File: src/rtl/dm_access_if.sv
// Pipeline-side MEM-stage request, data-memory handshake and writeback signals
// for the data-memory access controller.
interface dm_access_if;
  logic        mem_read;
  logic        mem_write;
  logic [31:0] addr;
  logic [31:0] wdata;
  logic        dm_req;
  logic        dm_we;
  logic [31:0] dm_addr;
  logic [31:0] dm_wdata;
  logic        dm_ack;
  logic [31:0] dm_rdata;
  logic        stall;
  logic        wb_valid;
  logic [31:0] wb_read_data;
  logic        err;

  // The controller itself.
  modport slave (
    input  mem_read, mem_write, addr, wdata, dm_ack, dm_rdata,
    output dm_req, dm_we, dm_addr, dm_wdata, stall, wb_valid, wb_read_data, err
  );

  // The pipeline and memory side driving the controller.
  modport master (
    output mem_read, mem_write, addr, wdata, dm_ack, dm_rdata,
    input  dm_req, dm_we, dm_addr, dm_wdata, stall, wb_valid, wb_read_data, err
  );
endinterface

File: src/rtl/dm_access_ctrl.sv
// MEM-stage data-memory access controller: registers one request, stalls the
// pipeline until dm_ack or a bounded timeout, then pulses wb_valid for one cycle.
module dm_access_ctrl #(
  parameter int TIMEOUT = 15
) (
  input  logic        clk,
  input  logic        reset,
  dm_access_if.slave  bus
);

  localparam logic [1:0] IDLE = 2'd0;
  localparam logic [1:0] BUSY = 2'd1;
  localparam logic [1:0] DONE = 2'd2;

  localparam logic [3:0] LAST_WAIT = 4'(TIMEOUT - 1);

  logic [1:0] state;
  logic [3:0] wait_cnt;
  logic       req_in;

  assign req_in = bus.mem_read | bus.mem_write;

  // Combinational so the pipeline freezes in the same cycle the request appears.
  assign bus.stall = ((state == IDLE) && req_in) || (state == BUSY);

  // NOTE: sequential state uses non-blocking assignments only, so every register
  // samples the pre-edge values regardless of statement order.
  always_ff @(posedge clk) begin
    if (reset) begin
      state            <= IDLE;
      wait_cnt         <= 4'd0;
      bus.dm_req       <= 1'b0;
      bus.dm_we        <= 1'b0;
      bus.dm_addr      <= 32'd0;
      bus.dm_wdata     <= 32'd0;
      bus.wb_valid     <= 1'b0;
      bus.wb_read_data <= 32'd0;
      bus.err          <= 1'b0;
    end else begin
      bus.wb_valid <= 1'b0;
      case (state)
        IDLE: begin
          if (req_in) begin
            state        <= BUSY;
            wait_cnt     <= 4'd0;
            bus.dm_req   <= 1'b1;
            bus.dm_we    <= bus.mem_write;
            bus.dm_addr  <= bus.addr;
            bus.dm_wdata <= bus.wdata;
            if (bus.mem_read && bus.mem_write) begin
              bus.err <= 1'b1;
            end
          end
        end

        BUSY: begin
          // Ack is tested first so it wins over a coincident timeout.
          if (bus.dm_ack) begin
            state        <= DONE;
            bus.dm_req   <= 1'b0;
            bus.wb_valid <= 1'b1;
            if (!bus.dm_we) begin
              bus.wb_read_data <= bus.dm_rdata;
            end
          end else if (wait_cnt == LAST_WAIT) begin
            state            <= DONE;
            bus.dm_req       <= 1'b0;
            bus.wb_valid     <= 1'b1;
            bus.wb_read_data <= 32'd0;
            bus.err          <= 1'b1;
          end else begin
            wait_cnt <= wait_cnt + 4'd1;
          end
        end

        DONE: begin
          state <= IDLE;
        end

        default: begin
          state <= IDLE;
        end
      endcase
    end
  end

endmodule

File: src/flat_wrapper.sv
// flat-port wrapper written by rule: the top's interface ports become plain ports
module dm_access_ctrl_flat 
#(
  parameter int TIMEOUT = 15
)
  (clk, reset, bus_mem_read, bus_mem_write, bus_addr, bus_wdata, bus_dm_ack, bus_dm_rdata, bus_dm_req, bus_dm_we, bus_dm_addr, bus_dm_wdata, bus_stall, bus_wb_valid, bus_wb_read_data, bus_err);
  dm_access_if bus_i ();
  input  logic clk;
  input  logic reset;
  input wire logic [$bits(bus_i.mem_read)-1:0] bus_mem_read;
  input wire logic [$bits(bus_i.mem_write)-1:0] bus_mem_write;
  input wire logic [$bits(bus_i.addr)-1:0] bus_addr;
  input wire logic [$bits(bus_i.wdata)-1:0] bus_wdata;
  input wire logic [$bits(bus_i.dm_ack)-1:0] bus_dm_ack;
  input wire logic [$bits(bus_i.dm_rdata)-1:0] bus_dm_rdata;
  output wire logic [$bits(bus_i.dm_req)-1:0] bus_dm_req;
  output wire logic [$bits(bus_i.dm_we)-1:0] bus_dm_we;
  output wire logic [$bits(bus_i.dm_addr)-1:0] bus_dm_addr;
  output wire logic [$bits(bus_i.dm_wdata)-1:0] bus_dm_wdata;
  output wire logic [$bits(bus_i.stall)-1:0] bus_stall;
  output wire logic [$bits(bus_i.wb_valid)-1:0] bus_wb_valid;
  output wire logic [$bits(bus_i.wb_read_data)-1:0] bus_wb_read_data;
  output wire logic [$bits(bus_i.err)-1:0] bus_err;
  assign bus_i.mem_read = bus_mem_read;
  assign bus_i.mem_write = bus_mem_write;
  assign bus_i.addr = bus_addr;
  assign bus_i.wdata = bus_wdata;
  assign bus_i.dm_ack = bus_dm_ack;
  assign bus_i.dm_rdata = bus_dm_rdata;
  assign bus_dm_req = bus_i.dm_req;
  assign bus_dm_we = bus_i.dm_we;
  assign bus_dm_addr = bus_i.dm_addr;
  assign bus_dm_wdata = bus_i.dm_wdata;
  assign bus_stall = bus_i.stall;
  assign bus_wb_valid = bus_i.wb_valid;
  assign bus_wb_read_data = bus_i.wb_read_data;
  assign bus_err = bus_i.err;
  dm_access_ctrl #(.TIMEOUT(TIMEOUT)) u_core (.clk(clk), .reset(reset), .bus(bus_i));
endmodule
File: config.mk
export PLATFORM = sky130hd
export DESIGN_NAME = dm_access_ctrl_flat
export DESIGN_NICKNAME = d
export VERILOG_FILES = /design/src/rtl/dm_access_if.sv /design/src/rtl/dm_access_ctrl.sv /design/src/flat_wrapper.sv
export SDC_FILE = /design/constraint.sdc
export NUM_CORES = 1
export LEC_CHECK = 0
export CORE_MARGIN = 10
export CORE_UTILIZATION = 30
export DETAILED_ROUTE_END_ITERATION = 12
export SLEW_MARGIN = 20
export SYNTH_ARGS = -nofsm -noshare
export SYNTH_HDL_FRONTEND = slang
export SYNTH_SLANG_ARGS = --single-unit
File: constraint.sdc
create_clock -name clk -period 4.4 [get_ports clk]
set_input_delay 1.32 -clock clk [delete_from_list [all_inputs] [get_ports clk]]
set_output_delay 1.32 -clock clk [all_outputs]
set_load 0.005 [all_outputs]
==> results of run 1 <==
cells in the final DEF (no fill, tap or decap), drive strengths merged, types with 2 or more instances in the layout:
cell type	n
a211oi	2
a21oi	99
a31oi	4
buf	9
bufinv	3
clkbuf	11
clkdlybuf4s50	200
clkinv	2
dfxtp	106
ha	2
inv	3
nand2	34
nand3	66
nor2	3
nor2b	2
nor3	3
o211ai	32
o21ai	67
or2	3
metrics by stage:
stage | hold slack, ps | power [mW] | setup slack, ps | area [µm²]
floorplan | 470 | 1.25 | 980 | 4110
global placement | 460 | 1.52 | 400 | 6210
detailed placement | 465 | 1.53 | 430 | 6210
CTS | 475 | 2.48 | 404 | 6560
global route | 491 | 2.56 | 305 | 6560
finish | 473 | 2.45 | 405 | 6560
flip-flops by register name (all words and copies together) (netlist names):
| name | flops |
|---|---|
| u_core.bus.wb_read_data | 32 |
| u_core.bus.dm_wdata | 32 |
| u_core.bus.dm_addr | 32 |
| u_core.state | 2 |
| u_core.wait_cnt | 4 |
| u_core.bus.dm_req | 1 |
| u_core.bus.wb_valid | 1 |
| u_core.bus.dm_we | 1 |
| u_core.bus.err | 1 |
worst max path at each step:
stage / from / end / slack, ps / depth (start not counted)
global route: bus_mem_write / bus_stall / 310 / 4
CTS: bus_mem_write / bus_stall / 400 / 4
floorplan: bus_mem_write / bus_stall / 980 / 4
detailed placement: bus_mem_write / bus_stall / 430 / 4
global placement: bus_mem_write / bus_stall / 400 / 4
finish: bus_mem_read / bus_stall / 410 / 4
power by group through the flow:
stage | clock (mW) | sequential (mW) | combinational [mW]
after floorplan | 0 | 1.08 | 0.169
after global placement | 0 | 1.07 | 0.442
after detailed placement | 0 | 1.08 | 0.448
after CTS | 0.971 | 1.06 | 0.450
after global routing | 1.01 | 1.06 | 0.484
final | 0.947 | 1.06 | 0.444
area by class of cell:
cell class | instances | area, µm² | area share, %
Clock buffer | 11 | 253 | 3.85
Clock inverter | 5 | 100 | 1.52
Inverter | 3 | 11.3 | 0.172
Multi-Input combinational cell | 330 | 1790 | 27.2
Sequential cell | 106 | 2120 | 32.3
Tap cell | 176 | 220 | 3.35
Timing Repair Buffer | 209 | 2070 | 31.5
worst max-delay path: stages:
cell and delay [ps]:
clkdlybuf4s50_1 580, nor2_4 50, o21ai_0 160, clkdlybuf4s50_1 560
kinds of logic (layout without fill, tap and decap cells):
group / Yosys count / in the layout / share of synthesized area, %
fa+ha+maj: 2 / 2 / 0.609
flops: 106 / 106 / 51.7
buf+inv: 58 / 228 / 5.54
compound gates: 209 / 209 / 28.0
simple gates: 118 / 118 / 13.9
mux: 1 / 1 / 0.274
routing by layer:
layer	track usage (%)	part of all wire, %	up-vias
met2	24.7	47	131
li1	-	-	2104
met3	6.27	8.2	13
met5	0	0	-
met4	4.33	1.2	0
met1	19.2	43	2057
==> results.rst, run 1 <==
.. list-table::
   :header-rows: 1

   * - Metric
     - Value
   * - Cell internal pwr
     - 1.85 mW
   * - Area share of the largest cell type after synthesis
     - 51.7%
   * - Clock transition at the registers of the reported paths
     - 70 ps
   * - Final Hold Viols
     - 0
   * - Hold-fix buffers, CTS
     - 0
   * - Count of instances resized after the clock tree is built
     - 0
   * - Number of cells produced by synthesis
     - 494
   * - Destination of the worst hold path
     - u_core.bus.dm_wdata[2]$_SDFFE_PP0P_
   * - Antenna violations before repair
     - 0
   * - Clock Latency Late Sink
     - 350 ps
   * - Die height
     - 137 µm
   * - Routed wire per std cell
     - 18.3 µm
   * - Leak pwr
     - 2.26 nW
   * - Async set-reset flop share out of synthesis
     - 0%
   * - Number of distinct library cells after synthesis
     - 31
   * - Switching share of total power
     - 24.3%
   * - Starting density of the core
     - 30.8%
   * - Layout overhead on the synthesized area
     - 59.8%
   * - Post-synthesis register bit count
     - 106
   * - Clock Tree Buf Depth
     - 2
   * - Synthesized area per cell
     - 8.32 µm²
   * - Overflow after GRT
     - 0
   * - Start point of the worst hold path
     - u_core.bus.dm_wdata[2]$_SDFFE_PP0P_
   * - Detail Placement HPWL
     - 10300 µm
   * - Post-Syn Nets
     - 597
   * - Final layout net count
     - 762
   * - Antenna diode count
     - 0
   * - Core Footprint
     - 13300 µm²
   * - Final Wtd Congestion
     - 0.777
   * - Count of routing violations after the opening detailed-route iteration
     - 329
   * - Max-cap violation count
     - 0
   * - Post-synthesis cell type with the largest combined area
     - dfxtp_1
   * - Via-to-Cell Ratio
     - 5.13
   * - Yosys Warn Count
     - 0
   * - Final count of pins violating max slew
     - 0
   * - Clock network fraction of design power
     - 38.7%
   * - Number of instances on the worst hold path
     - 2
   * - Final core utilization
     - 49.2%
   * - Final clock skew
     - 5.84 ps
   * - Main synth FF type
     - dfxtp_1
   * - Die ar.
     - 18800 µm²
   * - Cell depth of the worst flop-to-flop path
     - 4
   * - Type of the worst setup path
     - in -> out
   * - Peak VDD IR
     - 170 µV
   * - Count of antenna-violating nets left after detailed routing
     - 0
   * - Sequential share of power
     - 43.2%
   * - Total negative setup slack
     - 0 ps
   * - Fin cells
     - 840
   * - Cell with the most instances after synthesis
     - dfxtp_1
   * - Status
     - completed
   * - Vias after detailed routing
     - 4305
   * - Proportion of synthesized chip area in sequential cells
     - 51.7%
   * - Post-Route WL
     - 15400 µm
   * - Crit-path max FO
     - 4
   * - Number of levels in the clock H-tree
     - 3
   * - Total global-route track usage
     - 15.6%
   * - Placed Instances
     - 824
   * - Class of the most critical hold timing path
     - reg -> reg
   * - Setup repair after global routing missed its margin
     - no
   * - Areal power density over the cells
     - 373 nW/µm²
   * - Width of the chip
     - 137 µm
   * - Global-route wire length before repair
     - 23400 µm
   * - Synth Cell Area
     - 4110 µm²
   * - Number of global-route vias before repair
     - 4100
   * - Relative slew margins
     - 48.0%
   * - Count of buffers inserted at the top-level ports
     - 201
   * - Clock tree from TritonCTS
     - yes
   * - Critical path capture point type
     - output pin
   * - Startpoint Class
     - input port
   * - Root buffer cell
     - clkbuf_16
   * - Top cells by area in the synthesized netlist
     - dfxtp_1 (52%), a21oi_1 (12%), o21ai_0 (8.2%)
   * - Worst EP required
     - 3080 ps
   * - Number of buffers inserted during clock tree synthesis
     - 9
   * - Post-CTS setup-driven buffer insertion count
     - 0
   * - Share of layout cells above drive strength 1
     - 5.12%
   * - Worst reg2reg endpoint
     - u_core.wait_cnt[1]$_SDFFE_PP0P_
   * - Pin count of the biggest net entering global routing
     - 73
   * - Arrival time of data at the critical path endpoint
     - 2670 ps
   * - F_max
     - 250 MHz
   * - CTS Sinks
     - 106
   * - Setup-violating endpoint count in the final report
     - 0
   * - Fillcell total
     - 1306
   * - Leading post-synthesis cells by instance count
     - dfxtp_1 (106), a21oi_1 (99), o21ai_0 (67)
   * - R2R setup slack
     - 2240 ps
   * - Pre-antenna DRT Iters
     - 5
   * - Combinational group share of total power
     - 18.1%
   * - Reported net switching power
     - 595 µW
   * - Standard-cell rows
     - 42
   * - Worst Max-Slew Pin Slew
     - 780 ps
   * - Min Clock Period, post-route
     - 3990 ps
   * - Final clock period utilization by the worst path
     - 90.8%
   * - Source of the worst register-to-register timing path
     - u_core.state[1]$_SDFFE_PP0P_
   * - DRC Markers
     - 0
   * - Number of ports placed on the die boundary
     - 202
   * - Number of enable flip-flop cells after synthesis
     - 0
(Power assumes the default switching activity.)
==> inputs of run 2 (changes only) <==
--- a/config.mk
+++ b/config.mk
@@ -8,6 +8,7 @@
 export CORE_MARGIN = 10
 export CORE_UTILIZATION = 30
 export DETAILED_ROUTE_END_ITERATION = 12
+export DONT_BUFFER_PORTS = 1
 export SLEW_MARGIN = 20
 export SYNTH_ARGS = -nofsm -noshare
 export SYNTH_HDL_FRONTEND = slang
==> results.rst, run 2 (synthesized netlist as in run 1, its figures left out) <==
.. list-table::
   :header-rows: 1

   * - Metric
     - Value
   * - Status
     - completed (unchanged)
   * - Relative slew margins
     - 50.1% (was 48.0%)
   * - Detail Placement HPWL
     - 8590 µm (was 10300 µm)
   * - Register area
     - 2120 µm² (unchanged)
   * - Pre-antenna DRT Iters
     - 4 (was 5)
   * - Count of instances resized after the clock tree is built
     - 0 (unchanged)
   * - Number of global-route vias before repair
     - 3299 (was 4100)
   * - Layout overhead on the synthesized area
     - 9.32% (was 59.8%)
   * - Pin count of the biggest net entering global routing
     - 109 (was 73)
   * - Width of the chip
     - 137 µm (unchanged)
   * - Max-cap violation count
     - 0 (unchanged)
   * - Startpoint Class
     - input port (unchanged)
   * - Largest registers
     - u_core.bus.dm_addr (32), u_core.bus.dm_wdata (32), u_core.bus.wb_read_data (32) (unchanged)
   * - Post-CTS setup-driven buffer insertion count
     - 0 (unchanged)
   * - Root buffer cell
     - clkbuf_16 (unchanged)
   * - Leak pwr
     - 1.47 nW (was 2.26 nW)
   * - Die height
     - 137 µm (unchanged)
   * - Top Family by Delay on Critical Path
     - compound AO/OA/AOI/OAI gates (was buffers and inverters)
   * - Total global-route track usage
     - 12.3% (was 15.6%)
   * - Final Hold Viols
     - 0 (unchanged)
   * - Max stage delay on crit path
     - 350 ps (was 580 ps)
   * - Global-route wire length before repair
     - 18300 µm (was 23400 µm)
   * - Min Clock Period, post-route
     - 3010 ps (was 3990 ps)
   * - Hold-fix buffers, CTS
     - 0 (unchanged)
   * - Share of layout cells above drive strength 1
     - 6.74% (was 5.12%)
   * - Arrival time of data at the critical path endpoint
     - 1690 ps (was 2670 ps)
   * - Count of routing violations after the opening detailed-route iteration
     - 282 (was 329)
   * - Overflow after GRT
     - 0 (unchanged)
   * - Sequential share of power
     - 51.7% (was 43.2%)
   * - Number of buffers inserted during clock tree synthesis
     - 9 (unchanged)
   * - Via-to-Cell Ratio
     - 5.64 (was 5.13)
   * - Most used cells in the layout excluding fill and tap cells
     - dfxtp_1 (106), a21oi_1 (99), o21ai_0 (67), nand3_1 (65), nand2_1 (34) (was clkdlybuf4s50_1 (200), dfxtp_1 (106), a21oi_1 (99), o21ai_0 (67), nand3_1 (66))
   * - F_max
     - 332 MHz (was 250 MHz)
   * - Area of all placed cells without fillers
     - 4490 µm² (was 6560 µm²)
   * - Reported net switching power
     - 557 µW (was 595 µW)
   * - Clock transition at the registers of the reported paths
     - 70 ps (about the same)
   * - CP Buf/Inv Count
     - 0 (was 2)
   * - Count of antenna-violating nets left after detailed routing
     - 0 (unchanged)
   * - Peak VDD IR
     - 167 µV (was 170 µV)
   * - Final Power
     - 2.09 mW (was 2.45 mW)
   * - Type of the worst setup path
     - in -> out (unchanged)
   * - Final layout net count
     - 558 (was 762)
   * - Switching share of total power
     - 26.6% (was 24.3%)
   * - Number of levels in the clock H-tree
     - 3 (unchanged)
   * - DRC Markers
     - 0 (unchanged)
   * - Final count of pins violating max slew
     - 0 (unchanged)
   * - Clock tree from TritonCTS
     - yes (unchanged)
   * - Starting density of the core
     - 30.8% (unchanged)
   * - Antenna violations before repair
     - 0 (unchanged)
   * - Crit-path max FO
     - 4 (unchanged)
   * - Final clock period utilization by the worst path
     - 68.4% (was 90.8%)
   * - Multi-input combinational cell area
     - 1800 µm² (was 1790 µm²)
   * - Die ar.
     - 18800 µm² (unchanged)
   * - Final clock skew
     - 10.4 ps (was 5.84 ps)
   * - Clock Latency Late Sink
     - 350 ps (about the same)
   * - Clock network fraction of design power
     - 39.1% (was 38.7%)
   * - Core Footprint
     - 13300 µm² (unchanged)
   * - Critical Path Slowest Stage Cell
     - o21ai_0 (was clkdlybuf4s50_1)
   * - CTS Sinks
     - 106 (unchanged)
   * - Class of the most critical hold timing path
     - reg -> reg (unchanged)
   * - Area after DPL
     - 4180 µm² (was 6210 µm²)
   * - Routed wire per std cell
     - 20.1 µm (was 18.3 µm)
   * - Standard-cell rows
     - 42 (unchanged)
   * - Worst EP required
     - 3080 ps (about the same)
   * - Total negative setup slack
     - 0 ps (unchanged)
   * - Antenna diode count
     - 0 (unchanged)
   * - Cell internal pwr
     - 1.53 mW (was 1.85 mW)
   * - Number of ports placed on the die boundary
     - 202 (unchanged)
   * - Setup repair after global routing missed its margin
     - no (unchanged)
   * - Worst Max-Slew Pin Slew
     - 748 ps (was 780 ps)
   * - Post-Route WL
     - 12800 µm (was 15400 µm)
   * - Critical path capture point type
     - output pin (unchanged)
   * - Vias after detailed routing
     - 3585 (was 4305)
   * - Clock Tree Buf Depth
     - 2 (unchanged)
   * - Count of buffers inserted at the top-level ports
     - 0 (was 201)
   * - Setup-violating endpoint count in the final report
     - 0 (unchanged)
   * - Areal power density over the cells
     - 466 nW/µm² (was 373 nW/µm²)
   * - Crit path cell chain
     - nor2_4, o21ai_0 (was clkdlybuf4s50_1, nor2_4, o21ai_0, clkdlybuf4s50_1)
   * - Most common library cell in the layout ignoring fill and taps
     - dfxtp_1 (was clkdlybuf4s50_1)
   * - Final Wtd Congestion
     - 0.771 (was 0.777)
   * - Combinational group share of total power
     - 9.1% (was 18.1%)
   * - Fillcell total
     - 1396 (was 1306)
## run 2: cell count changes in the layout (fill, tap and decap cells not counted), sizes merged
cell	delta
buf	-4
clkinvlp	+3
clkdlybuf4s50	-200
inv	+1
clkbuf	-2
bufinv	-2
## run 2: cell type report
class / count / area share (%)
Clock inverter: 7 / 1.76
Multi-Input combinational cell: 330 / 40.0
Timing Repair Buffer: 5 / 0.836
Tap cell: 176 / 4.90
Clock buffer: 9 / 5.02
Sequential cell: 106 / 47.3
Inverter: 3 / 0.251
## run 2: layer usage
metal	wire length, µm	global-route usage, %	share of wire (%)
met5	0	0	0
met1	4780	13.5	37
met2	6180	19.2	48
met4	286	5.27	2.2
met3	1550	6.67	12
## run 2: final timing paths
kind / startpoint / endpoint / slack, ps / depth (start not counted)
worst min-delay path: u_core.bus.dm_addr[11]$_SDFFE_PP0P_ / u_core.bus.dm_addr[11]$_SDFFE_PP0P_ / 500 / 2
worst max register to register: u_core.state[0]$_SDFFE_PP0P_ / u_core.wait_cnt[3]$_SDFFE_PP0P_ / 2500 / 3
worst min register to register: u_core.bus.dm_addr[11]$_SDFFE_PP0P_ / u_core.bus.dm_addr[11]$_SDFFE_PP0P_ / 500 / 2
worst max-delay path: bus_mem_write / bus_stall / 1390 / 2
## run 2: power groups by stage
stage | Clock, mW | Sequential (mW) | Combinational, mW
3_3_place_gp | 0 | 1.10 | 0.181
6_report | 0.819 | 1.08 | 0.191
3_5_place_dp | 0 | 1.11 | 0.192
2_1_floorplan | 0 | 1.08 | 0.169
4_1_cts | 0.842 | 1.08 | 0.191
5_1_grt | 0.877 | 1.09 | 0.217
## run 2: stage by stage
step | utilization (%) | instances | hold WS (ps) | setup slack, ps
2_1_floorplan | - | 494 | 470 | 980
3_3_place_gp | 31.3 | 620 | 483 | 1340
3_5_place_dp | 31.3 | 620 | 490 | 1360
4_1_cts | 33.6 | 636 | 501 | 1350
5_1_grt | 33.6 | 636 | 523 | 1290
6_report | 33.6 | 636 | 497 | 1390
==> inputs of run 3 (changes only) <==
==> constraint.sdc (replaced) <==
create_clock -name clk -period 3.08 [get_ports clk]
set_input_delay 0.924 -clock clk [delete_from_list [all_inputs] [get_ports clk]]
set_output_delay 0.924 -clock clk [all_outputs]
set_load 0.005 [all_outputs]
==> results.rst, run 3 (synthesized netlist as in run 1, its figures left out) <==
.. list-table::
   :header-rows: 1

   * - Metric
     - Value
   * - Standard-cell rows
     - 42 (unchanged)
   * - Pre-antenna DRT Iters
     - 4 (unchanged)
   * - Switching share of total power
     - 26.3% (was 26.6%)
   * - Register area
     - 2120 µm² (unchanged)
   * - Clock transition at the registers of the reported paths
     - 70 ps (about the same)
   * - Worst EP required
     - 2160 ps (was 3080 ps)
   * - Final count of pins violating max slew
     - 0 (unchanged)
   * - Setup ws final
     - 583 ps (was 1390 ps)
   * - Setup-violating endpoint count in the final report
     - 0 (unchanged)
   * - Most common library cell in the layout ignoring fill and taps
     - dfxtp_1 (unchanged)
   * - Layout overhead on the synthesized area
     - 8.77% (was 9.32%)
   * - Root buffer cell
     - clkbuf_16 (unchanged)
   * - Clock Latency Late Sink
     - 350 ps (about the same)
   * - Final Wtd Congestion
     - 0.736 (was 0.771)
   * - Fillcell total
     - 1384 (was 1396)
   * - Final Hold Viols
     - 0 (unchanged)
   * - Clock tree from TritonCTS
     - yes (unchanged)
   * - Share of layout cells above drive strength 1
     - 6.05% (was 6.74%)
   * - Number of levels in the clock H-tree
     - 3 (unchanged)
   * - Setup repair after global routing missed its margin
     - no (unchanged)
   * - Most used cells in the layout excluding fill and tap cells
     - dfxtp_1 (106), a21oi_1 (99), o21ai_0 (67), nand3_1 (66), nand2_1 (34) (was dfxtp_1 (106), a21oi_1 (99), o21ai_0 (67), nand3_1 (65), nand2_1 (34))
   * - Starting density of the core
     - 30.8% (unchanged)
   * - Cell internal pwr
     - 2.13 mW (was 1.53 mW)
   * - Reported net switching power
     - 758 µW (was 557 µW)
   * - Max-cap violation count
     - 0 (unchanged)
   * - Final clock skew
     - 7.00 ps (was 10.4 ps)
   * - Areal power density over the cells
     - 646 nW/µm² (was 466 nW/µm²)
   * - Clock Tree Buf Depth
     - 2 (unchanged)
   * - Detail Placement HPWL
     - 8750 µm (was 8590 µm)
   * - CTS Sinks
     - 106 (unchanged)
   * - Number of global-route vias before repair
     - 3382 (was 3299)
   * - Count of instances resized after the clock tree is built
     - 0 (unchanged)
   * - Pin count of the biggest net entering global routing
     - 109 (unchanged)
   * - Routed wire per std cell
     - 20.0 µm (was 20.1 µm)
   * - Sequential share of power
     - 53.5% (was 51.7%)
   * - F_max
     - 401 MHz
   * - Crit-path max FO
     - 7 (was 4)
   * - Overflow after GRT
     - 0 (unchanged)
   * - Count of buffers inserted at the top-level ports
     - 0 (unchanged)
   * - Worst Max-Slew Pin Slew
     - 613 ps (was 748 ps)
   * - Peak VDD IR
     - 225 µV (was 167 µV)
   * - DRC Markers
     - 0 (unchanged)
   * - Class of the most critical hold timing path
     - reg -> reg (unchanged)
   * - Min Clock Period, post-route
     - 2500 ps
   * - Total global-route track usage
     - 12.9% (was 12.3%)
   * - Count of routing violations after the opening detailed-route iteration
     - 329 (was 282)
   * - Fin cells
     - 639 (was 636)
   * - Critical path capture point type
     - output pin (unchanged)
   * - Antenna diode count
     - 0 (unchanged)
   * - Final Power
     - 2.89 mW (was 2.09 mW)
   * - Global-route wire length before repair
     - 19200 µm (was 18300 µm)
   * - Core Footprint
     - 13300 µm² (unchanged)
   * - Final layout net count
     - 561 (was 558)
   * - Type of the worst setup path
     - reg -> out (was in -> out)
   * - Status
     - completed (unchanged)
   * - Worst Setup Slack post-DPL
     - 774 ps (was 1360 ps)
   * - Relative slew margins
     - 59.0% (was 50.1%)
   * - Final clock period utilization by the worst path
     - 81.1%
   * - Worst hold slack after final layout
     - 498 ps (was 497 ps)
   * - Via-to-Cell Ratio
     - 5.66 (was 5.64)
   * - Post-Route WL
     - 12800 µm (about the same)
   * - Multi-input combinational cell area
     - 1790 µm² (was 1800 µm²)
   * - Combinational group share of total power
     - 9.5% (was 9.1%)
   * - Number of ports placed on the die boundary
     - 202 (unchanged)
   * - Width of the chip
     - 137 µm (unchanged)
   * - Die ar.
     - 18800 µm² (unchanged)
   * - Die height
     - 137 µm (unchanged)
   * - Leak pwr
     - 1.47 nW (about the same)
   * - Count of antenna-violating nets left after detailed routing
     - 0 (unchanged)
   * - Number of buffers inserted during clock tree synthesis
     - 9 (unchanged)
   * - Placed Instances
     - 623 (was 620)
   * - Arrival time of data at the critical path endpoint
     - 1570 ps (was 1690 ps)
   * - Clock network fraction of design power
     - 37.0% (was 39.1%)
   * - Startpoint Class
     - flop (was input port)
   * - Vias after detailed routing
     - 3615 (was 3585)
   * - Hold-fix buffers, CTS
     - 0 (unchanged)
   * - Largest registers
     - u_core.bus.dm_addr (32), u_core.bus.dm_wdata (32), u_core.bus.wb_read_data (32) (unchanged)
   * - Total negative setup slack
     - 0 ps (unchanged)
   * - Antenna violations before repair
     - 0 (unchanged)
   * - Post-CTS setup-driven buffer insertion count
     - 0 (unchanged)
-- run 3: path summary, 6_finish.rpt --
check | start | to | slack, ps | cells past startpoint
worst min register to register | u_core.bus.dm_addr[14]$_SDFFE_PP0P_ | u_core.bus.dm_addr[14]$_SDFFE_PP0P_ | 500 | 2
worst max register to register | u_core.state[1]$_SDFFE_PP0P_ | u_core.bus.dm_addr[15]$_SDFFE_PP0P_ | 1300 | 4
worst max-delay path | u_core.state[1]$_SDFFE_PP0P_ | bus_stall | 580 | 2
worst min-delay path | u_core.bus.dm_addr[14]$_SDFFE_PP0P_ | u_core.bus.dm_addr[14]$_SDFFE_PP0P_ | 500 | 2
-- run 3: critical path, cell delays in order, from the launching register on --
cell and delay [ps]:
dfxtp_1 400, or2_2 330, o21ai_0 500
-- run 3: metal layers --
layer | vias to the layer above | wire, µm | global-route usage, %
li1 | 1706 | - | -
met1 | 1711 | 4730 | 14.9
met2 | 182 | 6180 | 20.2
met3 | 16 | 1640 | 6.16
met4 | 0 | 212 | 4.86
met5 | - | 0 | 0
-- run 3: final cells by class --
cell class              count  area share [%]
flip-flops and latches    106            47.5
multi-input cells         330            40.0
clock buffers              14            5.68
well taps                 176            4.93
repair buffers              8            1.34
clock inverters             2           0.280
inverters                   3           0.252
-- run 3: metrics by stage --
step	utilization (%)	cell area, µm²
CTS	33.5	4470
global placement	31.5	4200
detailed placement	31.5	4200
floorplan	-	4110
global route	33.5	4470
finish	33.5	4470
-- run 3: power groups by stage --
stage	Combinational (mW)	Clock, mW	Sequential (mW)
floorplan	0.241	0	1.54
global placement	0.261	0	1.58
detailed placement	0.277	0	1.58
CTS	0.276	1.11	1.55
global route	0.316	1.16	1.56
finish	0.273	1.07	1.55
